[config.mk]
export PLATFORM = sky130hd
export DESIGN_NAME = axi_lite_regfile_flat
export DESIGN_NICKNAME = d
export VERILOG_FILES = /design/src/rtl/axi_lite_pkg.sv /design/src/rtl/axi_lite_if.sv /design/src/rtl/axi_lite_hold.sv /design/src/rtl/axi_lite_regfile.sv /design/src/flat_wrapper.sv
export SDC_FILE = /design/constraint.sdc
export NUM_CORES = 1
export LEC_CHECK = 0
export CORE_AREA = 2 2 458 460
export DETAILED_ROUTE_END_ITERATION = 8
export DIE_AREA = 0 0 460 462
export PLACE_DENSITY = 0.38
export SLEW_MARGIN = 25
export SYNTH_ARGS = -nofsm -noshare
export SYNTH_HDL_FRONTEND = slang
export SYNTH_SLANG_ARGS = --single-unit
[constraint.sdc]
create_clock -name ACLK -period 19.9 [get_ports ACLK]
set_clock_uncertainty 0.05 [all_clocks]
set_input_delay 3.98 -clock ACLK [delete_from_list [all_inputs] [get_ports ACLK]]
set_output_delay 3.98 -clock ACLK [all_outputs]
set_load 0.005 [all_outputs]
[src/rtl/axi_lite_pkg.sv]
// Shared types for the AXI-Lite MMIO slave: response codes, FSM states and
// the address-to-register-index helper.
package axi_lite_pkg;

  typedef enum logic [1:0] {
    OKAY   = 2'b00,
    EXOKAY = 2'b01,
    SLVERR = 2'b10,
    DECERR = 2'b11
  } resp_t;

  typedef enum logic {
    WR_COLLECT = 1'b0,
    WR_RESP    = 1'b1
  } wr_state_t;

  typedef enum logic {
    RD_IDLE = 1'b0,
    RD_RESP = 1'b1
  } rd_state_t;

  // Number of byte-offset bits below the register index.
  function automatic int addr_lsb(input int data_w);
    return $clog2(data_w / 8);
  endfunction

endpackage

[src/rtl/axi_lite_if.sv]
// AXI-Lite port bundle. Handshake rule on every channel: a beat transfers on
// a rising ACLK edge where valid && ready; valid, once raised, holds its payload until then.
interface axi_lite_if #(
  parameter int ADDR_W = 8,
  parameter int DATA_W = 32
);
  logic                  awvalid;
  logic                  awready;
  logic [ADDR_W-1:0]     awaddr;
  logic [2:0]            awprot;
  logic                  wvalid;
  logic                  wready;
  logic [DATA_W-1:0]     wdata;
  logic [DATA_W/8-1:0]   wstrb;
  logic                  bvalid;
  logic                  bready;
  logic [1:0]            bresp;
  logic                  arvalid;
  logic                  arready;
  logic [ADDR_W-1:0]     araddr;
  logic [2:0]            arprot;
  logic                  rvalid;
  logic                  rready;
  logic [DATA_W-1:0]     rdata;
  logic [1:0]            rresp;

  modport master (
    output awvalid, awaddr, awprot, wvalid, wdata, wstrb, bready,
           arvalid, araddr, arprot, rready,
    input  awready, wready, bvalid, bresp, arready, rvalid, rdata, rresp
  );

  modport slave (
    input  awvalid, awaddr, awprot, wvalid, wdata, wstrb, bready,
           arvalid, araddr, arprot, rready,
    output awready, wready, bvalid, bresp, arready, rvalid, rdata, rresp
  );
endinterface

[src/rtl/axi_lite_hold.sv]
// Single-entry capture buffer: takes one beat when empty and not blocked,
// and holds it until clr empties it.
module axi_lite_hold #(
  parameter int W = 8
) (
  input  logic         clk,
  input  logic         rst,
  input  logic         in_valid,
  output logic         in_ready,
  input  logic [W-1:0] in_data,
  input  logic         block,
  input  logic         clr,
  output logic         full,
  output logic [W-1:0] data
);

  assign in_ready = !full && !block;

  always_ff @(posedge clk or posedge rst) begin
    if (rst) begin
      full <= 1'b0;
      data <= '0;
    end else if (clr) begin
      full <= 1'b0;
    end else if (in_valid && in_ready) begin
      full <= 1'b1;
      data <= in_data;
    end
  end

endmodule

[src/rtl/axi_lite_regfile.sv]
// AXI-Lite slave register file: RW control registers with byte strobes,
// RO status registers fed from hw_status, SLVERR on bad index or RO write.
module axi_lite_regfile
  import axi_lite_pkg::*;
#(
  parameter int                         ADDR_W    = 8,
  parameter int                         DATA_W    = 32,
  parameter int                         NUM_REGS  = 16,
  parameter logic [NUM_REGS-1:0]        RO_MASK   = '0,
  parameter logic [NUM_REGS*DATA_W-1:0] RESET_VAL = '0
) (
  input  logic                         ACLK,
  input  logic                         ARESET,
  axi_lite_if.slave                    bus,
  output logic [NUM_REGS*DATA_W-1:0]   reg_q,
  input  logic [NUM_REGS*DATA_W-1:0]   hw_status,
  output logic [NUM_REGS-1:0]          wr_pulse,
  output logic [NUM_REGS-1:0]          rd_pulse
);

  localparam int ADDR_LSB = addr_lsb(DATA_W);
  localparam int IDX_W    = ADDR_W - ADDR_LSB;
  localparam int STRB_W   = DATA_W / 8;

  wr_state_t wr_state, wr_next;
  rd_state_t rd_state, rd_next;

  logic                         aw_full, w_full, commit;
  logic [ADDR_W-1:0]            aw_addr_q;
  logic [DATA_W-1:0]            w_data_q;
  logic [STRB_W-1:0]            w_strb_q;
  logic [NUM_REGS-1:0]          aw_sel, ar_sel;
  logic                         aw_ok, ar_hit, ar_hs;
  logic [DATA_W-1:0]            rd_word;
  logic [NUM_REGS*DATA_W-1:0]   reg_r;

  assign bus.bvalid  = (wr_state == WR_RESP);
  assign bus.rvalid  = (rd_state == RD_RESP);
  assign bus.arready = (rd_state == RD_IDLE);
  assign ar_hs       = bus.arvalid && bus.arready;
  assign reg_q       = reg_r;

  // Both hold buffers are blocked while a write response is outstanding.
  axi_lite_hold #(.W(ADDR_W)) u_aw_hold (
    .clk(ACLK), .rst(ARESET),
    .in_valid(bus.awvalid), .in_ready(bus.awready), .in_data(bus.awaddr),
    .block(bus.bvalid), .clr(commit),
    .full(aw_full), .data(aw_addr_q)
  );

  axi_lite_hold #(.W(DATA_W + STRB_W)) u_w_hold (
    .clk(ACLK), .rst(ARESET),
    .in_valid(bus.wvalid), .in_ready(bus.wready), .in_data({bus.wdata, bus.wstrb}),
    .block(bus.bvalid), .clr(commit),
    .full(w_full), .data({w_data_q, w_strb_q})
  );

  // One-hot decode; an index past NUM_REGS selects nothing and so errors.
  always_comb begin
    aw_sel  = '0;
    ar_sel  = '0;
    rd_word = '0;
    for (int i = 0; i < NUM_REGS; i++) begin
      aw_sel[i] = (aw_addr_q[ADDR_W-1:ADDR_LSB] == IDX_W'(i));
      ar_sel[i] = (bus.araddr[ADDR_W-1:ADDR_LSB] == IDX_W'(i));
      if (ar_sel[i])
        rd_word = RO_MASK[i] ? hw_status[i*DATA_W +: DATA_W] : reg_r[i*DATA_W +: DATA_W];
    end
  end

  assign aw_ok  = |(aw_sel & ~RO_MASK);
  assign ar_hit = |ar_sel;

  always_ff @(posedge ACLK or posedge ARESET) begin
    if (ARESET) begin
      wr_state <= WR_COLLECT;
      rd_state <= RD_IDLE;
    end else begin
      wr_state <= wr_next;
      rd_state <= rd_next;
    end
  end

  always_comb begin
    wr_next = wr_state;
    commit  = 1'b0;
    case (wr_state)
      WR_COLLECT: if (aw_full && w_full) begin
        commit  = 1'b1;
        wr_next = WR_RESP;
      end
      WR_RESP: if (bus.bready) wr_next = WR_COLLECT;
      default: wr_next = WR_COLLECT;
    endcase
  end

  always_comb begin
    rd_next = rd_state;
    case (rd_state)
      RD_IDLE: if (bus.arvalid) rd_next = RD_RESP;
      RD_RESP: if (bus.rready)  rd_next = RD_IDLE;
      default: rd_next = RD_IDLE;
    endcase
  end

  always_ff @(posedge ACLK or posedge ARESET) begin
    if (ARESET) begin
      reg_r     <= RESET_VAL;
      wr_pulse  <= '0;
      bus.bresp <= OKAY;
    end else begin
      wr_pulse <= commit ? (aw_sel & ~RO_MASK) : '0;
      if (commit) begin
        bus.bresp <= aw_ok ? OKAY : SLVERR;
        for (int i = 0; i < NUM_REGS; i++)
          for (int b = 0; b < STRB_W; b++)
            if (aw_sel[i] && !RO_MASK[i] && w_strb_q[b])
              reg_r[i*DATA_W + b*8 +: 8] <= w_data_q[b*8 +: 8];
      end
    end
  end

  // Sampling reg_r here gives a same-edge read the pre-write value.
  always_ff @(posedge ACLK or posedge ARESET) begin
    if (ARESET) begin
      bus.rdata <= '0;
      bus.rresp <= OKAY;
      rd_pulse  <= '0;
    end else begin
      rd_pulse <= ar_hs ? ar_sel : '0;
      if (ar_hs) begin
        bus.rdata <= rd_word;
        bus.rresp <= ar_hit ? OKAY : SLVERR;
      end
    end
  end

  logic unused_ok;
  assign unused_ok = ^{bus.awprot, bus.arprot, aw_addr_q[ADDR_LSB-1:0], bus.araddr[ADDR_LSB-1:0]};

endmodule

[src/flat_wrapper.sv]
// flat-port wrapper written by rule: the top's interface ports become plain ports
module axi_lite_regfile_flat import axi_lite_pkg::*;
#(
  parameter int                         ADDR_W    = 8,
  parameter int                         DATA_W    = 32,
  parameter int                         NUM_REGS  = 16,
  parameter logic [NUM_REGS-1:0]        RO_MASK   = '0,
  parameter logic [NUM_REGS*DATA_W-1:0] RESET_VAL = '0
)
  (ACLK, ARESET, reg_q, hw_status, wr_pulse, rd_pulse, bus_awvalid, bus_awaddr, bus_awprot, bus_wvalid, bus_wdata, bus_wstrb, bus_bready, bus_arvalid, bus_araddr, bus_arprot, bus_rready, bus_awready, bus_wready, bus_bvalid, bus_bresp, bus_arready, bus_rvalid, bus_rdata, bus_rresp);
  axi_lite_if #(.ADDR_W(ADDR_W), .DATA_W(DATA_W)) bus_i ();
  input  logic ACLK;
  input  logic ARESET;
  output logic [NUM_REGS*DATA_W-1:0] reg_q;
  input  logic [NUM_REGS*DATA_W-1:0] hw_status;
  output logic [NUM_REGS-1:0] wr_pulse;
  output logic [NUM_REGS-1:0] rd_pulse;
  input wire logic [$bits(bus_i.awvalid)-1:0] bus_awvalid;
  input wire logic [$bits(bus_i.awaddr)-1:0] bus_awaddr;
  input wire logic [$bits(bus_i.awprot)-1:0] bus_awprot;
  input wire logic [$bits(bus_i.wvalid)-1:0] bus_wvalid;
  input wire logic [$bits(bus_i.wdata)-1:0] bus_wdata;
  input wire logic [$bits(bus_i.wstrb)-1:0] bus_wstrb;
  input wire logic [$bits(bus_i.bready)-1:0] bus_bready;
  input wire logic [$bits(bus_i.arvalid)-1:0] bus_arvalid;
  input wire logic [$bits(bus_i.araddr)-1:0] bus_araddr;
  input wire logic [$bits(bus_i.arprot)-1:0] bus_arprot;
  input wire logic [$bits(bus_i.rready)-1:0] bus_rready;
  output wire logic [$bits(bus_i.awready)-1:0] bus_awready;
  output wire logic [$bits(bus_i.wready)-1:0] bus_wready;
  output wire logic [$bits(bus_i.bvalid)-1:0] bus_bvalid;
  output wire logic [$bits(bus_i.bresp)-1:0] bus_bresp;
  output wire logic [$bits(bus_i.arready)-1:0] bus_arready;
  output wire logic [$bits(bus_i.rvalid)-1:0] bus_rvalid;
  output wire logic [$bits(bus_i.rdata)-1:0] bus_rdata;
  output wire logic [$bits(bus_i.rresp)-1:0] bus_rresp;
  assign bus_i.awvalid = bus_awvalid;
  assign bus_i.awaddr = bus_awaddr;
  assign bus_i.awprot = bus_awprot;
  assign bus_i.wvalid = bus_wvalid;
  assign bus_i.wdata = bus_wdata;
  assign bus_i.wstrb = bus_wstrb;
  assign bus_i.bready = bus_bready;
  assign bus_i.arvalid = bus_arvalid;
  assign bus_i.araddr = bus_araddr;
  assign bus_i.arprot = bus_arprot;
  assign bus_i.rready = bus_rready;
  assign bus_awready = bus_i.awready;
  assign bus_wready = bus_i.wready;
  assign bus_bvalid = bus_i.bvalid;
  assign bus_bresp = bus_i.bresp;
  assign bus_arready = bus_i.arready;
  assign bus_rvalid = bus_i.rvalid;
  assign bus_rdata = bus_i.rdata;
  assign bus_rresp = bus_i.rresp;
  axi_lite_regfile #(.ADDR_W(ADDR_W), .DATA_W(DATA_W), .NUM_REGS(NUM_REGS), .RO_MASK(RO_MASK), .RESET_VAL(RESET_VAL)) u_core (.ACLK(ACLK), .ARESET(ARESET), .bus(bus_i), .reg_q(reg_q), .hw_status(hw_status), .wr_pulse(wr_pulse), .rd_pulse(rd_pulse));
endmodule
==> results of run 1 <==
## per-layer routing
layer	vias to the layer above	track usage [%]	share of wire, %
met4	10	3.957	2.4
met5	-	0	0.030
met3	171	6.985	10
met2	1044	23.06	39
met1	11850	25.06	48
li1	9159	-	-
## stage by stage
| stage | setup slack (ns) | area (sq um) |
|---|---|---|
| 4_1_cts | 11.92 | 40390 |
| 2_1_floorplan | 7.351 | 27850 |
| 6_report | 12.15 | 40470 |
| 3_3_place_gp | 11.14 | 37500 |
| 5_1_grt | 11.43 | 40430 |
| 3_5_place_dp | 11.14 | 37540 |
## cells in the mapped netlist, drive strengths merged, types with 10 or more instances
library cell / n / share of area [%]
dfrtp: 624 / 56
mux2: 588 / 24
nor2: 138 / 2.1
nand2: 97 / 1.3
clkbuf: 74 / 1.0
buf: 73 / 1.4
a21oi: 71 / 1.3
o21ai: 71 / 1.3
mux2i: 46 / 1.7
a221oi: 35 / 1.1
o22ai: 31 / 0.70
nor3: 25 / 0.53
inv: 22 / 0.30
and2: 20 / 0.45
o221ai: 19 / 0.60
a22oi: 15 / 0.40
mux4: 15 / 1.2
o22a: 14 / 0.44
nand3: 13 / 0.23
o211ai: 12 / 0.32
o41ai: 12 / 0.70
o2111ai: 10 / 0.31
## cell families (layout without fill, tap and decap cells)
group / count (synthesis) / after routing / synth area share, %
DFF: 624 / 624 / 56.08
muxes: 649 / 649 / 26.65
AOI/OAI and AO/OA: 326 / 326 / 8.245
other: 1 / 17 / 0.01347
and+or+nand+nor: 351 / 351 / 6.277
buffers and inverters: 169 / 876 / 2.741
## worst max-delay path by stage
stage                                         end
after global placement          u_core.reg_q[503]
after CTS                     u_core.bus.rdata[4]
final                     u_core.u_w_hold.data[0]
after global routing      u_core.u_w_hold.data[0]
after detailed placement        u_core.reg_q[503]
after floorplan               u_core.bus.bresp[1]
## report_power, final
part           internal (uW)  total [uW]  switching, uW
Clock                    947        1610            658
Combinational           1020        1770            744
Sequential              1680        2450            767
Total                   3650        5820           2170
## worst max-delay path, delay by kind of cell
kind | cells | cell delay, ns
buf+inv | 7 | 4.19
## registers in the layout, summed over array words and instances, names as in the netlist
| register | flops |
|---|---|
| u_core.u_w_hold.data | 36 |
| u_core.u_aw_hold.data | 6 |
| u_core.bus.rvalid | 1 |
| u_core.bus.bvalid | 1 |
| u_core.bus.rresp | 1 |
| u_core.wr_pulse | 16 |
| u_core.bus.bresp | 1 |
| u_core.reg_q | 512 |
| u_core.u_aw_hold.full | 1 |
| u_core.u_w_hold.full | 1 |
| u_core.rd_pulse | 16 |
| u_core.bus.rdata | 32 |
## placed cells by master (no fill, tap or decap), types with 17 or more instances in the layout
cell type        count
a21oi_1             71
a221oi_1            34
and2_1              17
buf_4               63
clkbuf_16           84
clkbuf_8            26
clkdlybuf4s50_1    635
dfrtp_1            617
inv_1               21
mux2_2             588
mux2i_1             46
nand2_1             91
nor2_1             128
nor3_1              22
o21ai_0             62
o221ai_1            19
o22ai_1             31
## final cells by class
type / instances / area share, %
Antenna cell: 15 / 0.09275
Inverter: 22 / 0.2133
Clock inverter: 28 / 0.8781
Tap cell: 2720 / 8.410
Sequential cell: 624 / 38.61
Multi-Input combinational cell: 1328 / 28.60
Timing Repair Buffer: 704 / 17.03
Clock buffer: 122 / 6.165
==> qor.txt, run 1 <==
Tcrit/Tclk final -> 38.96%
Max-slew headroom -> 15.51%
initial antenna violation count -> 41
initial core utilization -> 13.38%
die height -> 462 um
Max VDD drop -> 0.09379 mV
Core Area -> 208100 sq um
Synthesis Warnings -> 0
Final nets -> 3339
largest net degree at the start of global routing -> 147
port bufs -> 637
Worst Max-Slew Pin Slew -> 1.258 ns
Finished Layout Cells -> 5563
initial drt markers -> 1786
register bit total from synthesis -> 624
clk slew on worst S/H paths -> 0.06 ns
worst path arrival time -> 8.38 ns
cell leakage power -> 0.01735 uW
GRT Total Usage -> 17.18%
FF+latch area -> 15620 sq um
CP max-delay cell -> buf_4
Slew Limit Fails -> 0
CTS Buffer Depth -> 3
Via density -> 3.996
Filler Cell Count -> 22730
area grow syn2layout -> 45.33%
worst skew pair latency -> 0.71 ns
row cnt -> 168
worst path cell trace -> clkdlybuf4s50_1, clkinvlp_4, buf_4, buf_4, buf_4, buf_4, buf_4
final core utilization -> 19.45%
H-tree depth -> 3
Post-CTS Setup Bufs -> 0
root buf cell -> clkbuf_16
ys async rst share -> 100.0%
TNS Setup -> 0 ns
Final ANT Viol Nets -> 0
wire per inst -> 33.71 um
Num CTS Buffers -> 82
DP Wirelength -> 145500 um
CTS sink count -> 624
cell mode on critical path -> buf_4
R2R Path Start -> u_core.bus.bvalid
CP Class -> in2async
Placed Cells -> 5397
Synth Instances -> 2120
multi-input logic area -> 11570 sq um
drt total wl -> 187500 um
final setup vio count -> 0
vias -> 22230
status -> finished, final reports clean
Initial DRT Pass Iterations -> 5
CP endpoint kind -> async pin
maxcap violations -> 0
sequential area share after synthesis -> 56.08%
slowest stage delay, CP -> 0.80 ns
worst reg2reg path depth -> 6
CTS tree -> built
Worst Hold Path EP -> u_core.bus.bresp[1]
hold depth -> 2
post-CTS sizing -> 0
CTS Hold Bufs -> 0
worst r2r dst -> u_core.reg_q[122]
top_reg_cell synth -> dfrtp_1
crit path launch -> ARESET
number of global-route vias before repair -> 22220
Cell Area, Synth -> 27850 sq um
first-pass GRT wire length -> 240500 um
fmax -> 129.0 MHz
# DRC -> 0
worst-path fanout max -> 69
GRT overflow -> 0
Hold WC Path Type -> reg2reg
RSZ-0062 raised after global routing -> false
Mapped Avg Cell Area -> 13.13 sq um
die footprint -> 212500 sq um
fraction of layout cells with a size suffix above 1 -> 30.73%
Power Total -> 5818 uW
FF-to-FF setup slack -> 16.29 ns
GPL Wtd Cong -> 0.7768
Final Hold Fails -> 0
CP required -> 20.53 ns
PD cells -> 143.8 nW/um^2
Period minus WS final -> 7.752 ns
Worst Hold Launch -> u_core.bus.bresp[1]
Post-synth EDFFs -> 0
I/O pin total -> 1162
Yosys cell types -> 68
Die Span X -> 460 um
Startpoint Class -> primary input
WHS -> 0.4464 ns
Note: power is estimated with default switching activity, not from simulation.
==> inputs of run 2 (changes only) <==
==> constraint.sdc (replaced) <==
create_clock -name ACLK -period 6.4 [get_ports ACLK]
set_clock_uncertainty 0.05 [all_clocks]
set_input_delay 1.28 -clock ACLK [delete_from_list [all_inputs] [get_ports ACLK]]
set_output_delay 1.28 -clock ACLK [all_outputs]
set_load 0.005 [all_outputs]
==> run 2 against run 1 <==
Against the previous run: worst setup slack worse by 10 ns; sequential power rose to 3.1 times the previous value; global-route usage grew 0.14 points; critical path type is now in2reg.
==> qor.txt, run 2 (synthesis results as in run 1) <==
status -> finished, final reports clean
Sw Ratio -> 37.64% (+0.34 points)
maxcap violations -> 0 (unchanged)
worst skew pair latency -> 0.71 ns (about the same)
CTS Buffer Depth -> 3 (unchanged)
CP Class -> in2reg
GRT overflow -> 0 (unchanged)
Core Area -> 208100 sq um (unchanged)
# DRC -> 0 (unchanged)
area grow syn2layout -> 45.99%
Hold WC Path Type -> reg2reg
FF+latch area -> 15630 sq um (about the same)
CTS sink count -> 624 (unchanged)
Final ANT Viol Nets -> 0 (unchanged)
CP endpoint kind -> register
Max-slew headroom -> 19.61% (+4.1 points)
fraction of layout cells with a size suffix above 1 -> 30.75% (about the same)
number of global-route vias before repair -> 22570 (+1.6%)
Tcrit/Tclk final -> 67.57%
clock share of power -> 27.2% (-0.4 points)
TNS Setup -> 0 ns (unchanged)
Post-CTS Setup Bufs -> 0 (unchanged)
H-tree depth -> 3 (unchanged)
Design Area, Final -> 40650 sq um (+0.45%)
final setup vio count -> 0 (unchanged)
GPL Wtd Cong -> 0.7823 (+0.71%)
root buf cell -> clkbuf_16
die height -> 462 um (unchanged)
Final nets -> 3363 (+0.72%)
final core utilization -> 19.54% (+0.088 points)
Initial DRT Pass Iterations -> 5 (unchanged)
Worst Max-Slew Pin Slew -> 1.206 ns (-0.05188 ns)
Internal -> 11250 uW (+210%)
commonest cells after routing, fill and taps aside -> clkdlybuf4s50_1, dfrtp_1, mux2_2
DP Wirelength -> 147700 um (+1.5%)
CP required -> 6.91 ns (-13.62 ns)
Startpoint Class -> primary input
vias -> 22400 (+0.78%)
post-CTS sizing -> 0 (unchanged)
Power Total -> 18040 uW (+210%)
drt total wl -> 188900 um (+0.72%)
Final Hold Fails -> 0 (unchanged)
PD cells -> 443.8 nW/um^2 (+210%)
WHS -> 0.4467 ns (+0.0003620 ns)
initial antenna violation count -> 35 (-15%)
row cnt -> 168 (unchanged)
GRT Total Usage -> 17.32% (+0.14 points)
I/O pin total -> 1162 (unchanged)
first-pass GRT wire length -> 242500 um (+0.87%)
largest net degree at the start of global routing -> 97 (-34%)
Comb power frac -> 30.5% (+0.2 points)
flip-flop count of the largest register after layout -> 512 (unchanged)
Die Span X -> 460 um (unchanged)
RSZ-0062 raised after global routing -> false
Period minus WS final -> 4.324 ns
worst path arrival time -> 4.83 ns (-3.55 ns)
wire per inst -> 33.78 um (+0.22%)
CTS Hold Bufs -> 0 (unchanged)
Slew Limit Fails -> 0 (unchanged)
clk slew on worst S/H paths -> 0.06 ns (about the same)
initial drt markers -> 1777 (-0.50%)
initial core utilization -> 13.38% (unchanged)
dpl cell area -> 37800 sq um (+0.68%)
multi-input logic area -> 11540 sq um (-0.26%)
Sequential Power Share -> 42.3% (+0.2 points)
CTS tree -> built
Via density -> 4.007 (+0.27%)
most common cell after layout, fill and taps aside -> clkdlybuf4s50_1
Max VDD drop -> 0.3024 mV (+220%)
switching pwr -> 6791 uW (+210%)
worst-path fanout max -> 23 (-67%)
die footprint -> 212500 sq um (unchanged)
cell leakage power -> 0.01743 uW (+0.43%)
fmax -> 231.3 MHz
port bufs -> 637 (unchanged)
Filler Cell Count -> 22610 (-0.50%)
Num CTS Buffers -> 83 (+1.2%)
run 2: cell count changes in the layout (fill, tap and decap cells not counted), moves of 3 or more:
cell / change
clkinv_2: -7
clkbuf_8: -8
buf_4: +15
clkbuf_1: +15
diode_2: +4
inv_6: -4
buf_12: +8
clkinv_4: +3
run 2: path summary, 6_finish.rpt:
check | from | end | slack (ns) | cells past startpoint
min | u_core.bus.bresp[1] | u_core.bus.bresp[1] | 0.45 | 2
max in group asynchronous | ARESET | u_core.reg_q[111] | 3.81 | 4
max reg2reg | u_core.u_aw_hold.data[2] | u_core.reg_q[250] | 2.91 | 4
min in group asynchronous | ARESET | u_core.reg_q[280] | 0.95 | 2
min reg2reg | u_core.bus.bresp[1] | u_core.bus.bresp[1] | 0.45 | 2
max | bus_araddr[4] | u_core.bus.rdata[4] | 2.08 | 8
run 2: metrics by stage:
step | instances | worst slack (ns)
floorplan | 2121 | -3.449
global placement | 5417 | 1.349
detailed placement | 5419 | 1.332
CTS | 5570 | 2.114
global route | 5572 | 2.026
finish | 5591 | 2.076
run 2: critical path: stages:
cell	delay, ns
clkdlybuf4s50_1	0.92
buf_4	0.33
or4_4	0.22
nor2_4	0.04
buf_4	0.28
a221oi_1	1.06
o22a_1	0.50
o41ai_2	0.14
run 2: layout make-up:
type                            count  share of cell area (%)
Multi-Input combinational cell   1328                   28.40
Inverter                           22                  0.2124
Clock inverter                     22                  0.8218
Antenna cell                       19                  0.1170
Tap cell                         2720                   8.372
Timing Repair Buffer              727                   17.64
Clock buffer                      129                   6.005
Sequential cell                   624                   38.44
run 2: power by group through the flow:
stage | Clock, uW | Combinational (uW) | Sequential, uW
6_report | 4900 | 5500 | 7630
5_1_grt | 5210 | 5870 | 7850
2_1_floorplan | 0 | 1980 | 6300
4_1_cts | 5060 | 5600 | 7600
3_3_place_gp | 0 | 5540 | 7630
3_5_place_dp | 0 | 5570 | 7660
run 2: metal layers:
metal	wire [um]	vias up	share of wire (%)	global-route usage [%]
li1	-	9202	-	-
met1	89740	11980	48	24.94
met2	74450	1056	39	23.52
met3	20450	159	11	7.264
met4	4223	4	2.2	3.887
met5	21	-	0.011	0
==> inputs of run 3 (changes only) <==
--- a/config.mk
+++ b/config.mk
@@ -5,9 +5,9 @@
 export SDC_FILE = /design/constraint.sdc
 export NUM_CORES = 1
 export LEC_CHECK = 0
-export CORE_AREA = 2 2 458 460
+export CORE_AREA = 2 2 450 452
 export DETAILED_ROUTE_END_ITERATION = 8
-export DIE_AREA = 0 0 460 462
+export DIE_AREA = 0 0 452 454
 export PLACE_DENSITY = 0.38
 export SLEW_MARGIN = 25
 export SYNTH_ARGS = -nofsm -noshare
==> constraint.sdc (replaced) <==
create_clock -name ACLK -period 4.3 [get_ports ACLK]
set_clock_uncertainty 0.05 [all_clocks]
set_input_delay 0.86 -clock ACLK [delete_from_list [all_inputs] [get_ports ACLK]]
set_output_delay 0.86 -clock ACLK [all_outputs]
set_load 0.005 [all_outputs]
==> run 3 against run 2 <==
Against the previous run: final cell count is 0.14% higher; routed wire length fell by 1.3%; first-iteration DRC count is 5.6% lower; critical path depth down 3; non-clock buffer count up 61; clock power up 45%; sequential power increased by 45%; count of clock-buffer cells in the layout decreased by 14; largest power group unchanged.
==> qor.txt, run 3 (synthesis results as in run 1) <==
Final nets -> 3423 (+1.8%)
slowest stage delay, CP -> 0.68 ns (-0.38 ns)
CP endpoint kind -> register
Placed Cells -> 5434 (+0.28%)
initial core utilization -> 13.86% (+0.48 points)
port bufs -> 637 (unchanged)
CP Class -> reg2reg
Worst Max-Slew Pin Slew -> 1.070 ns (-0.1359 ns)
final core utilization -> 20.45% (+0.91 points)
flip-flop count of the largest register after layout -> 512 (unchanged)
worst path arrival time -> 3.88 ns (-0.95 ns)
CTS Hold Bufs -> 0 (unchanged)
GRT busiest layer -> met2
root buf cell -> clkbuf_16
area grow syn2layout -> 47.52%
Hold WC Path Type -> reg2reg
Finished Layout Cells -> 5599 (+0.14%)
most common cell after layout, fill and taps aside -> clkdlybuf4s50_1
number of global-route vias before repair -> 22230 (-1.5%)
TNS Setup -> 0 ns (unchanged)
Core Area -> 200900 sq um (-3.5%)
met1 usage -> 24.44% (-0.50 points)
first-pass GRT wire length -> 239800 um (-1.1%)
WHS -> 0.4567 ns (+0.009978 ns)
GRT Total Usage -> 17.74% (+0.42 points)
# DRC -> 0 (unchanged)
CTS sink count -> 624 (unchanged)
CP max-delay cell -> nor3b_2
PD cells -> 650.6 nW/um^2 (+47%)
initial antenna violation count -> 26 (-26%)
final worst setup slack -> 0.9225 ns (-1.153 ns)
die height -> 454 um (-1.7%)
Startpoint Class -> register
Via density -> 3.966 (-1.0%)
met3 Use GR -> 6.062% (-1.2 points)
RSZ-0062 raised after global routing -> false
CTS tree -> built
die footprint -> 205200 sq um (-3.4%)
CTS Buffer Depth -> 3 (unchanged)
Period minus WS final -> 3.377 ns
H-tree depth -> 3 (unchanged)
Max-slew headroom -> 28.67% (+9.1 points)
Num CTS Buffers -> 82 (-1.2%)
initial drt markers -> 1678 (-5.6%)
GRT overflow -> 0 (unchanged)
Final ANT Viol Nets -> 0 (unchanged)
post-CTS sizing -> 0 (unchanged)
I/O pin total -> 1162 (unchanged)
commonest cells after routing, fill and taps aside -> clkdlybuf4s50_1, dfrtp_1, mux2_2
worst-path fanout max -> 8 (-65%)
pre-CTS WS -> 0.3997 ns (-0.9323 ns)
largest net degree at the start of global routing -> 90 (-7.2%)
Filler Cell Count -> 21760 (-3.8%)
Tcrit/Tclk final -> 78.55%
maxcap violations -> 0 (unchanged)
R2R Path Start -> u_core.u_aw_hold.data[7]
crit path launch -> u_core.u_aw_hold.data[7]
wire per inst -> 33.29 um (-1.5%)
GPL Wtd Cong -> 0.7879 (+0.72%)
CP required -> 4.81 ns (-2.10 ns)
drt total wl -> 186400 um (-1.3%)
met2 usage -> 25.70% (+2.2 points)
fmax -> 296.1 MHz
Die Span X -> 452 um (-1.7%)
Max VDD drop -> 0.3574 mV (+18%)
final setup vio count -> 0 (unchanged)
row cnt -> 165 (-1.8%)
worst path cell trace -> nor2_1, nand3_1, nor3b_2, nand2_1, mux2_2
status -> finished, final reports clean
worst skew pair latency -> 0.70 ns (about the same)
Slew Limit Fails -> 0 (unchanged)
cell leakage power -> 0.01776 uW (+1.9%)
Worst Hold Launch -> u_core.u_aw_hold.data[7]
vias -> 22210 (-0.88%)
Final Hold Fails -> 0 (unchanged)
Initial DRT Pass Iterations -> 6 (+1)
DP Wirelength -> 149500 um (+1.2%)
clk slew on worst S/H paths -> 0.06 ns (about the same)
Post-CTS Setup Bufs -> 0 (unchanged)
fraction of layout cells with a size suffix above 1 -> 32.51% (+1.8 points)
==> run 3: cell type report <==
class	instances	area (sq um)	area share, %
Timing Repair Buffer	788	7736	18.83
Sequential cell	624	15620	38.03
Clock buffer	115	2407	5.860
Clock inverter	36	332.8	0.8102
Antenna cell	14	35.03	0.08529
Multi-Input combinational cell	1328	11520	28.04
Tap cell	2672	3343	8.139
Inverter	22	86.33	0.2102
==> run 3: path summary, 6_finish.rpt <==
kind	endpoint	slack, ns	depth (start not counted)
worst max register to register	u_core.reg_q[62]	0.92	5
max in group asynchronous	u_core.reg_q[295]	2.41	3
worst min-delay path	u_core.u_aw_hold.data[7]	0.46	1
worst min register to register	u_core.u_aw_hold.data[7]	0.46	1
worst max-delay path	u_core.reg_q[62]	0.92	5
min in group asynchronous	u_core.reg_q[55]	0.58	2
==> run 3: stage by stage <==
stage / area (sq um) / power [uW]
after floorplan: 27850 / 12320
after global placement: 38300 / 19760
after detailed placement: 38300 / 19830
after CTS: 41040 / 27150
after global routing: 41050 / 28060
final: 41080 / 26730
==> run 3: where the power goes <==
group,internal (uW),switching [uW],total (uW)
Combinational,4760,3760,8520
Sequential,7780,3310,11100
Clock,4100,3020,7120
==> run 3: metal layers <==
metal,up-vias,wire (um)
li1,9343,-
met1,11820,85080
met2,847,78410
met3,187,16130
met4,8,6711
met5,-,48
==> run 3: critical path, delay by kind of cell (launching register included) <==
| family | cells | cell delay, ns |
|---|---|---|
| simple gates | 4 | 2.32 |
| mux | 1 | 0.48 |
| flops | 1 | 0.37 |
